[config.mk]
export PLATFORM = sky130hd
export DESIGN_NAME = button_event_decoder
export DESIGN_NICKNAME = d
export VERILOG_FILES = /design/src/rtl/button_event_decoder.sv
export SDC_FILE = /design/constraint.sdc
export NUM_CORES = 1
export LEC_CHECK = 0
export CELL_PAD_IN_SITES_DETAIL_PLACEMENT = 1
export CELL_PAD_IN_SITES_GLOBAL_PLACEMENT = 2
export CORE_UTILIZATION = 34
export CTS_CLUSTER_DIAMETER = 150
export DETAILED_ROUTE_END_ITERATION = 16
export PLACE_DENSITY_LB_ADDON = 0.2
export SLEW_MARGIN = 20
export SYNTH_ARGS = -nofsm -noshare
export SYNTH_HDL_FRONTEND = slang
export SYNTH_SLANG_ARGS = --single-unit
[constraint.sdc]
create_clock -name i_clk -period 2.7 [get_ports i_clk]
set_input_delay 0.81 -clock i_clk [delete_from_list [all_inputs] [get_ports i_clk]]
set_output_delay 0.81 -clock i_clk [all_outputs]
set_load 0.02 [all_outputs]
[src/rtl/button_event_decoder.sv]
// Button event decoder: turns a clean, debounced button level into one-cycle
// events (press, release, short, long, auto-repeat) plus the held level.
// Define DOUBLE_CLICK_EN to add double-click detection: o_short is deferred
// until the release-to-press gap expires, and a second press within p_gap
// cycles pulses o_double together with o_press.
// All outputs are registered; events appear one cycle after the i_level
// sample that caused them.
module button_event_decoder #(
  parameter int unsigned p_long   = 50,
  parameter int unsigned p_repeat = 20,
  parameter int unsigned p_gap    = 30
) (
  input  logic i_clk,
  input  logic i_rst,
  input  logic i_level,
  output logic o_held,
  output logic o_press,
  output logic o_release,
  output logic o_short,
  output logic o_long,
  output logic o_repeat,
  output logic o_double
);

  localparam int unsigned MaxLr  = (p_long > p_repeat) ? p_long : p_repeat;
  localparam int unsigned CntMax = (MaxLr > p_gap) ? MaxLr : p_gap;
  localparam int unsigned CntW   = $clog2(CntMax + 1);

  localparam logic [CntW-1:0] LongLast = CntW'(p_long - 1);
  localparam logic [CntW-1:0] RepLast  = CntW'(p_repeat - 1);
`ifdef DOUBLE_CLICK_EN
  localparam logic [CntW-1:0] GapLast  = CntW'(p_gap - 1);
`endif

  typedef enum logic [2:0] {
    StStart,
    StLocked,
    StIdle,
    StPressed,
    StLong,
    StGap
  } state_e;

  state_e          state_q;
  logic [CntW-1:0] cnt_q;

`ifdef DOUBLE_CLICK_EN
  // Set by the second press of a double-click; hides o_short on its release.
  logic dbl_q;
`else
  assign o_double = 1'b0;
`endif

  // Decoder FSM with registered event outputs; counter clears on every state change.
  always_ff @(posedge i_clk) begin
    if (i_rst) begin
      state_q   <= StStart;
      cnt_q     <= '0;
      o_held    <= 1'b0;
      o_press   <= 1'b0;
      o_release <= 1'b0;
      o_short   <= 1'b0;
      o_long    <= 1'b0;
      o_repeat  <= 1'b0;
`ifdef DOUBLE_CLICK_EN
      o_double  <= 1'b0;
      dbl_q     <= 1'b0;
`endif
    end else begin
      o_press   <= 1'b0;
      o_release <= 1'b0;
      o_short   <= 1'b0;
      o_long    <= 1'b0;
      o_repeat  <= 1'b0;
`ifdef DOUBLE_CLICK_EN
      o_double  <= 1'b0;
`endif
      case (state_q)
        // A button already down at reset must be released before it counts.
        StStart: begin
          cnt_q   <= '0;
          state_q <= i_level ? StLocked : StIdle;
        end

        StLocked: begin
          if (!i_level) begin
            state_q <= StIdle;
            cnt_q   <= '0;
          end
        end

        StIdle: begin
          if (i_level) begin
            state_q <= StPressed;
            cnt_q   <= '0;
            o_press <= 1'b1;
            o_held  <= 1'b1;
          end
        end

        // Release is checked first so it beats the long threshold.
        StPressed: begin
          if (!i_level) begin
            cnt_q     <= '0;
            o_held    <= 1'b0;
            o_release <= 1'b1;
`ifdef DOUBLE_CLICK_EN
            if (dbl_q) begin
              state_q <= StIdle;
              dbl_q   <= 1'b0;
            end else begin
              state_q <= StGap;
            end
`else
            o_short <= 1'b1;
            state_q <= StIdle;
`endif
          end else if (cnt_q == LongLast) begin
            state_q <= StLong;
            cnt_q   <= '0;
            o_long  <= 1'b1;
          end else begin
            cnt_q <= cnt_q + 1'b1;
          end
        end

        // Release beats repeat; repeat period restarts from zero each pulse.
        StLong: begin
          if (!i_level) begin
            state_q   <= StIdle;
            cnt_q     <= '0;
            o_held    <= 1'b0;
            o_release <= 1'b1;
`ifdef DOUBLE_CLICK_EN
            dbl_q     <= 1'b0;
`endif
          end else if (cnt_q == RepLast) begin
            cnt_q    <= '0;
            o_repeat <= 1'b1;
          end else begin
            cnt_q <= cnt_q + 1'b1;
          end
        end

`ifdef DOUBLE_CLICK_EN
        // Waiting for a second press; a press on the timeout cycle still wins.
        StGap: begin
          if (i_level) begin
            state_q  <= StPressed;
            cnt_q    <= '0;
            o_press  <= 1'b1;
            o_double <= 1'b1;
            o_held   <= 1'b1;
            dbl_q    <= 1'b1;
          end else if (cnt_q == GapLast) begin
            state_q <= StIdle;
            cnt_q   <= '0;
            o_short <= 1'b1;
          end else begin
            cnt_q <= cnt_q + 1'b1;
          end
        end
`endif

        default: begin
          state_q <= StStart;
          cnt_q   <= '0;
          o_held  <= 1'b0;
        end
      endcase
    end
  end

endmodule

==> impl_summary.md, run 1 <==
Power and ir drop
Summed over all cells, the static leakage comes to 0.323 nW. The overall power is 0.393 mW. The share of total power dissipated in combinational logic is 0.087. Of the total power, registers draw 0.590. The power per standard cell area is 435 nW/um2. The switching fraction of total power is 0.246.

The highest ir drop seen on vdd is 0.254 mV. Of the total power, the clock network draws 0.323. The internal portion of the total power is around 0.30 mW.

The net switching power of the design is a little under 0.1 mW.

STA
In the final timing run, aggregate negative setup slack is 0 ns. The final critical-path required period is between 2 and 2.5 ns. In this run the tightest slew margin relative to its limit is 0.573. The setup-violating endpoint count in the final report is 0. The number of max-slew violations in the final report is 0. For the pin with the worst max-slew slack, the measured transition is between 0.6 and 0.7 ns. Based on the critical path, the design can be clocked at up to 460 MHz. Dividing the final minimum period by the clock period gives 0.805. On the final layout, the worst clock skew is about 0.011 ns. Setup repair after global routing left no endpoint under its margin. The final-report hold violation count is 0.

Synthesis
The synthesized flop and latch total is 15. The netlist area before placement is 776 um2. The count of different cell masters after synthesis is 37.

The prevailing post-synth register cell is dfxtp_1. The count of flip-flops with a built-in enable after synthesis is 0. The portion of synthesized cell area occupied by the leading cell type is 0.387. Counting flops with an async set or reset pin after synthesis yields a share of 0.

After synthesis, the cell types taking the most area are dfxtp_1 39%, a21oi_1 5.8%, ha_1 3.2%, nand2b_1 3.2%, a311o_2 2.9%. Yosys printed 0 warnings. The library cell occupying the most area in the post-synthesis netlist is dfxtp_1. A synthesized cell averages 8.72 um2.

The post-synth net total is 94. Synthesis handed over a netlist of 89 instances. The share of the Yosys chip area taken by registers is 0.387.

Setup path
Along the worst path, the maximum fanout reaches 4. Data on the critical path is required at its endpoint by ~2.9 ns. The worst setup path is of the in -> reg kind.

The worst setup path is captured at a flip-flop. At the worst endpoint, the arrival time is 2.40 ns. The element type at the critical path start is an input pin. The worst register-to-register path has a depth of 4.

Cells and area
The repair_antennas step left the layout with diodes totalling 0. In the final layout, the multi-input gates occupy 428 um2. The post-layout net count is 103. The layout cell share with drive strength beyond 1 is 0.144.

After filler insertion, the fill cell instance count of the layout stands at 251. The layout-stage area growth over the synthesis result is 16.5%. The library cells used most frequently in the layout, excluding fill and tap cells, are 15 x dfxtp_1, 9 x a21oi_1, 8 x clkdlybuf4s50_1.

The register area is 300 um2. Leaving out fill and tap cells, the most frequent cell in the layout is dfxtp_1.

Drt
The DRC marker count from the first detailed-route iteration is 11. After detailed routing, the number of remaining DRC violations is 0. The total wirelength of the detailed-routed design is 1670 um. The first detailed-routing pass took 4 iterations. The post-detailed-route count of antenna-violating nets is 0.

Detailed routing inserted a total of 675 vias. Dividing the detail-routed wire length by the instance count gives 13.5 um. The vias per cell is between 5 and 6.

CTS
The post-CTS clock slew at the launch and capture registers of the worst setup and hold paths is around 0.10 ns. The H-tree depth reported by CTS is 1. The CTS tree is yes.

The clock passes through at most 2 buffers. The post-CTS setup buffer count is 0. The root buffer selected by CTS is clkbuf_4.

The number of gates resized after CTS was 0. In this run, post-CTS hold repair placed 0 buffers. At the later pin of the worst-skew pair, clock insertion delay measures roughly 0.28 ns. Counting every sink on the clock net gives 15. The number of clock buffers inserted by TritonCTS is 3.

GRT
The overall track demand over capacity in global routing is 0.153. Entering global routing, the biggest net connects 14 pins. The initial antenna violation count is 0.

The total overflow left after global routing is 0. The number of global-route vias before repair is about 670. The first-pass GRT wire length is 2930 um.

Die
The number of rows created at floorplan is 16. Measured along the x axis, the die boundary spans between 40 and 50 um. The floorplan die height is 49.8 um. In this run the count of I/O pins placed on the die edge is 10. The initial standard-cell utilization of the core is 0.376. The die covers 2480 um2. The area of the placeable core is 2060 um2.

Flow run
The tool flagged a number of max-cap violations equal to 0.

Min path
The worst hold path belongs to the class reg -> reg. The depth of the worst hold-timing path is 2.

Place
The routability congestion estimate from global placement is 0.819. The HPWL after detailed placement is about 1200 um. Port buffering added 8 buffers.

Run status
The flow ran to the end, and the final reports show no timing, DRC or antenna violations.
## layout make-up
class                           instances  share of cell area
Timing Repair Buffer                   11               0.114
Clock buffer                            3              0.0249
Multi-Input combinational cell         64               0.474
Tap cell                               27              0.0374
Sequential cell                        15               0.332
Clock inverter                          1             0.00554
Inverter                                3              0.0125
## Yosys cell counts, drive strengths merged, types with 2 or more instances
library cell,instances
buf,3
ha,2
nand3,3
o21ai,3
nor2,4
or2,2
nor2b,2
inv,3
nand4b,2
nand2,4
a311o,2
nand2b,4
a211oi,2
a31oi,2
a21o,2
nor3b,2
a21oi,9
a221o,3
clkbuf,4
nand3b,2
or3b,2
dfxtp,15
nor3,3
## critical path: stages
cell	delay (ns)
clkdlybuf4s50_1	0.41
or3b_2	0.44
a21oi_1	0.21
nor2b_1	0.32
a221o_2	0.21
## logic make-up (layout without fill, tap and decap cells)
group           after synthesis  count (layout)  share of synthesized area
other cells                   1               1                    0.00483
compound gates               26              26                      0.242
buf+inv                      10              18                     0.0613
flops                        15              15                      0.387
simple gates                 34              34                      0.261
xor+xnor                      1               1                     0.0113
fa+ha+maj                     2               2                     0.0323
## power by group through the flow
stage,Combinational (mW),Sequential (mW),Clock [mW]
after floorplan,0.0244,0.234,0
after global placement,0.0335,0.237,0
after detailed placement,0.0345,0.237,0
after CTS,0.0346,0.232,0.131
after global routing,0.0379,0.233,0.144
final,0.0344,0.232,0.127
## sequential cells by signal, indices dropped and copies added (netlist names)
name,flops
state_q,3
o_long,1
o_release,1
cnt_q,6
o_held,1
o_repeat,1
o_press,1
o_short,1
## path summary, 6_finish.rpt
kind | startpoint | end | slack [ns]
hold / removal | o_held | o_held | 0.49
setup reg to reg | cnt_q[4] | cnt_q[4] | 0.81
setup / recovery | i_level | cnt_q[4] | 0.53
hold reg to reg | o_held | o_held | 0.49
## metal layers
metal  up-vias  GRT usage  wire (um)
li1        341          -          -
met4         0     0.0571         14
met3         2     0.0278         41
met2        11      0.225        716
met1       321      0.217        896
met5         -          0          0
## metrics by stage
step | hold slack, ns | worst slack, ns | area [um2] | cells | utilization
3_3_place_gp | 0.458 | 0.314 | 876 | 120 | 0.425
4_1_cts | 0.494 | 0.529 | 903 | 124 | 0.438
3_5_place_dp | 0.480 | 0.241 | 876 | 120 | 0.425
2_1_floorplan | 0.462 | 0.741 | 776 | 89 | -
5_1_grt | 0.535 | 0.456 | 903 | 124 | 0.438
6_report | 0.495 | 0.527 | 903 | 124 | 0.438
Note: power is estimated with default switching activity, not from simulation.
==> run 2, diff against run 1 <==
CORE_UTILIZATION = 31   (was 34)
clock period = 2.25 ns   (was 2.7 ns; I/O delays follow)
==> run 2 against run 1 <==
Compared with the run above:
- sequential share of layout area fell by 0.85 points
- setup slack got worse by 0.31 ns
- sequential cell count did not move
- register-to-register slack got worse by 0.31 ns
- total power rose by 22%
- die area rose by 9.3%
- wire length fell by 1.1%
- clock skew fell by 0.0058 ns
- non-clock buffer count rose by 3
- combinational power rose by 25%
==> impl_summary.md, run 2 (synthesized netlist as in run 1, its figures left out) <==
STA
The clock period could shrink to 2.03 ns. The post-route setup TNS is 0 ns. The fraction of the cycle the final worst path needs is 0.904. Across the routed clock network, the largest skew measured is 0.00560 ns.

The number of max-slew violations in the final report is 0. The setup-violating endpoint count in the final report is 0. Setup repair after global routing left no endpoint under its margin.

The final-report hold violation count is 0. The highest attainable clock frequency is 492 MHz.

CTS
The sink count of the clock tree is 15. In this run the deepest clock path goes through 2 buffers. TritonCTS built the clock tree. The H-tree depth reported by CTS is 1.

After clock tree synthesis, the repair step resized 0 gates. Buffers inserted to repair hold after CTS numbered 0. The post-CTS setup buffer count is 0. The post-CTS clock slew at the launch and capture registers of the worst setup and hold paths is 0.10 ns. The later-pin clock latency in the skew report is between 0.2 and 0.3 ns. The root buffer selected by CTS is clkbuf_4. The number of clock buffers inserted by TritonCTS is 3.

Die
The area of the placeable core is 2280 um2. The full die area is 2710 um2. The initialized floorplan defines 17 standard-cell rows. The floorplan step set the die width to 52.0 um. The die is 52.0 um tall. The count of pins on the block boundary is 10.

The initial utilization of the core area, before any placement, comes to 0.341.

Cells and area
Fill cells in the final layout number 268. The register with the most flip-flops in the layout has 6 of them. Leaving out fill and tap cells, the most frequent cells in the layout are 15 x dfxtp_1, 9 x a21oi_1, 8 x clkdlybuf4s50_1, 6 x buf_4. Leaving out fill and tap cells, the most frequent cell in the layout is dfxtp_1. From synthesis to final layout, the design area changed by 19.5%. The summed area of non-filler cells in the final layout is 927 um2. The largest registers in the layout are cnt_q: 6 flops, state_q: 3 flops.

Of the cells placed in the final design, the portion with a size suffix greater than 1 is 0.170. The count of antenna diodes in the layout is 0. After the last flow step, the layout net total stands at roughly 110.

The register bank with the most flops is cnt_q.

Setup path
The cell family contributing the most delay on the critical path is simple AND/OR/NAND/NOR gates. The critical path is of the in -> reg type. The setup slack on the worst flop-to-flop path is roughly 0.5 ns. Traced cell by cell, the critical path runs through clkdlybuf4s50_1 -> or3b_2 -> a21oi_1 -> nor2b_1 -> a221o_1. In this run the worst setup path begins at i_level. STA classifies the critical path endpoint as a flip-flop. The largest fanout on the critical path is 4.

The critical path buffer and inverter count is 1. The worst flop-to-flop path endpoint is cnt_q[3]. The number of cells on the worst reg-to-reg path is 4. The largest single stage delay on the critical path is approximately 0.45 ns. The data required time at the worst endpoint is between 2 and 2.5 ns. The slowest stage of the critical path is the or3b_2 cell. The startpoint of the most critical register-to-register path is state_q[1]. The worst setup path is launched from an input pin. The data arrival at the endpoint of the critical path is 2.27 ns.

Power and ir drop
Of the total power, combinational logic draws 0.090. Summed over all nets, the switching power comes to 0.121 mW. The cell-internal power is 0.358 mW. Of the total power, the clock network draws 0.329.

The analysis attributes to cell leakage a power of 0.338 nW. The share of total power in sequential cells is 0.581. Of the total power, the share spent switching nets is 0.252. Power spread over the standard cell area amounts to roughly 520 nW/um2. The highest ir drop seen on vdd is 0.231 mV.

Drt
For this block, the initial DRC count from the detailed router was 13. The detailed-router iteration count before antenna repair is 4. The remaining design rule violation count is 0. The post-detailed-route wirelength per cell is 12.9 um. Using the TritonRoute via totals, the vias-per-cell ratio works out to 5.21. The total number of vias is 667.

The total wirelength of the detailed-routed design is 1650 um. In this run the remaining antenna-violating nets after routing total 0.

Run status
The run finished with clean final reports.

Min path
The path class of the tightest hold or removal check is reg -> reg. The end point of the worst hold path is o_held. The startpoint of the most critical hold path is o_held. The depth of the worst hold-timing path is 2.

GRT
In the global route stage, overall resource usage came out at 0.141. The initial antenna violation count is 0. The first global-routing pass estimated 2830 um of wire. For this run the aggregate overflow at the end of global routing stands at 0. The number of global-route vias before repair came to 637.

The pin count of the biggest net entering global routing is 14.

Flow run
The max-capacitance violation count is 0.

Place
At the end of routability-driven placement, the weighted congestion stood at between 0.7 and 0.8. The area after detailed placement is about 900 um2. The number of buffer cells added on primary ports is 8.

Detailed placement finished with a half-perimeter wire length of about 1300 um.
-- run 2: cell count changes in the layout (fill, tap and decap cells not counted), sizes merged --
cell,delta
buf,+3
-- run 2: final cells by class --
class / count / area [um2] / area share
clock buffers: 3 / 22.5 / 0.0243
repair buffers: 14 / 125 / 0.135
well taps: 28 / 35.0 / 0.0378
inverters: 3 / 11.3 / 0.0121
clock inverters: 1 / 5.00 / 0.00540
flip-flops and latches: 15 / 300 / 0.324
multi-input cells: 64 / 428 / 0.462
-- run 2: worst max-delay path by stage --
stage	cells after the start	end
after floorplan	5	cnt_q[4]
after global placement	5	cnt_q[4]
after detailed placement	5	cnt_q[3]
after CTS	5	cnt_q[3]
after global routing	5	cnt_q[3]
final	5	cnt_q[3]
-- run 2: worst register-to-register path: stages (launching register included) --
cell	delay, ns
dfxtp_1	0.51
or3b_2	0.47
a21oi_1	0.20
nor2b_1	0.31
a221o_1	0.21
-- run 2: power groups by stage --
stage                     Combinational [mW]  Clock (mW)  Sequential, mW
after floorplan                       0.0293           0           0.281
after global placement                0.0428           0           0.284
after detailed placement              0.0433           0           0.284
after CTS                             0.0435       0.164           0.278
after global routing                  0.0481       0.173           0.279
final                                 0.0430       0.158           0.278
-- run 2: per-stage QoR --
| stage | hold WS [ns] | util | setup slack [ns] | std cells | power [mW] |
|---|---|---|---|---|---|
| finish | 0.489 | 0.407 | 0.216 | 128 | 0.479 |
| global route | 0.527 | 0.407 | 0.141 | 128 | 0.500 |
| CTS | 0.494 | 0.407 | 0.218 | 128 | 0.485 |
| detailed placement | 0.481 | 0.395 | -0.0796 | 124 | 0.327 |
| global placement | 0.459 | 0.395 | -0.00927 | 124 | 0.327 |
| floorplan | 0.462 | - | 0.426 | 89 | 0.310 |
-- run 2: per-layer routing --
layer / GRT usage / vias to the layer above / routed length, um
met5: 0 / - / 0
met4: 0.0541 / 0 / 9
met3: 0.0351 / 2 / 51
met2: 0.207 / 8 / 699
met1: 0.195 / 311 / 889
li1: - / 346 / -
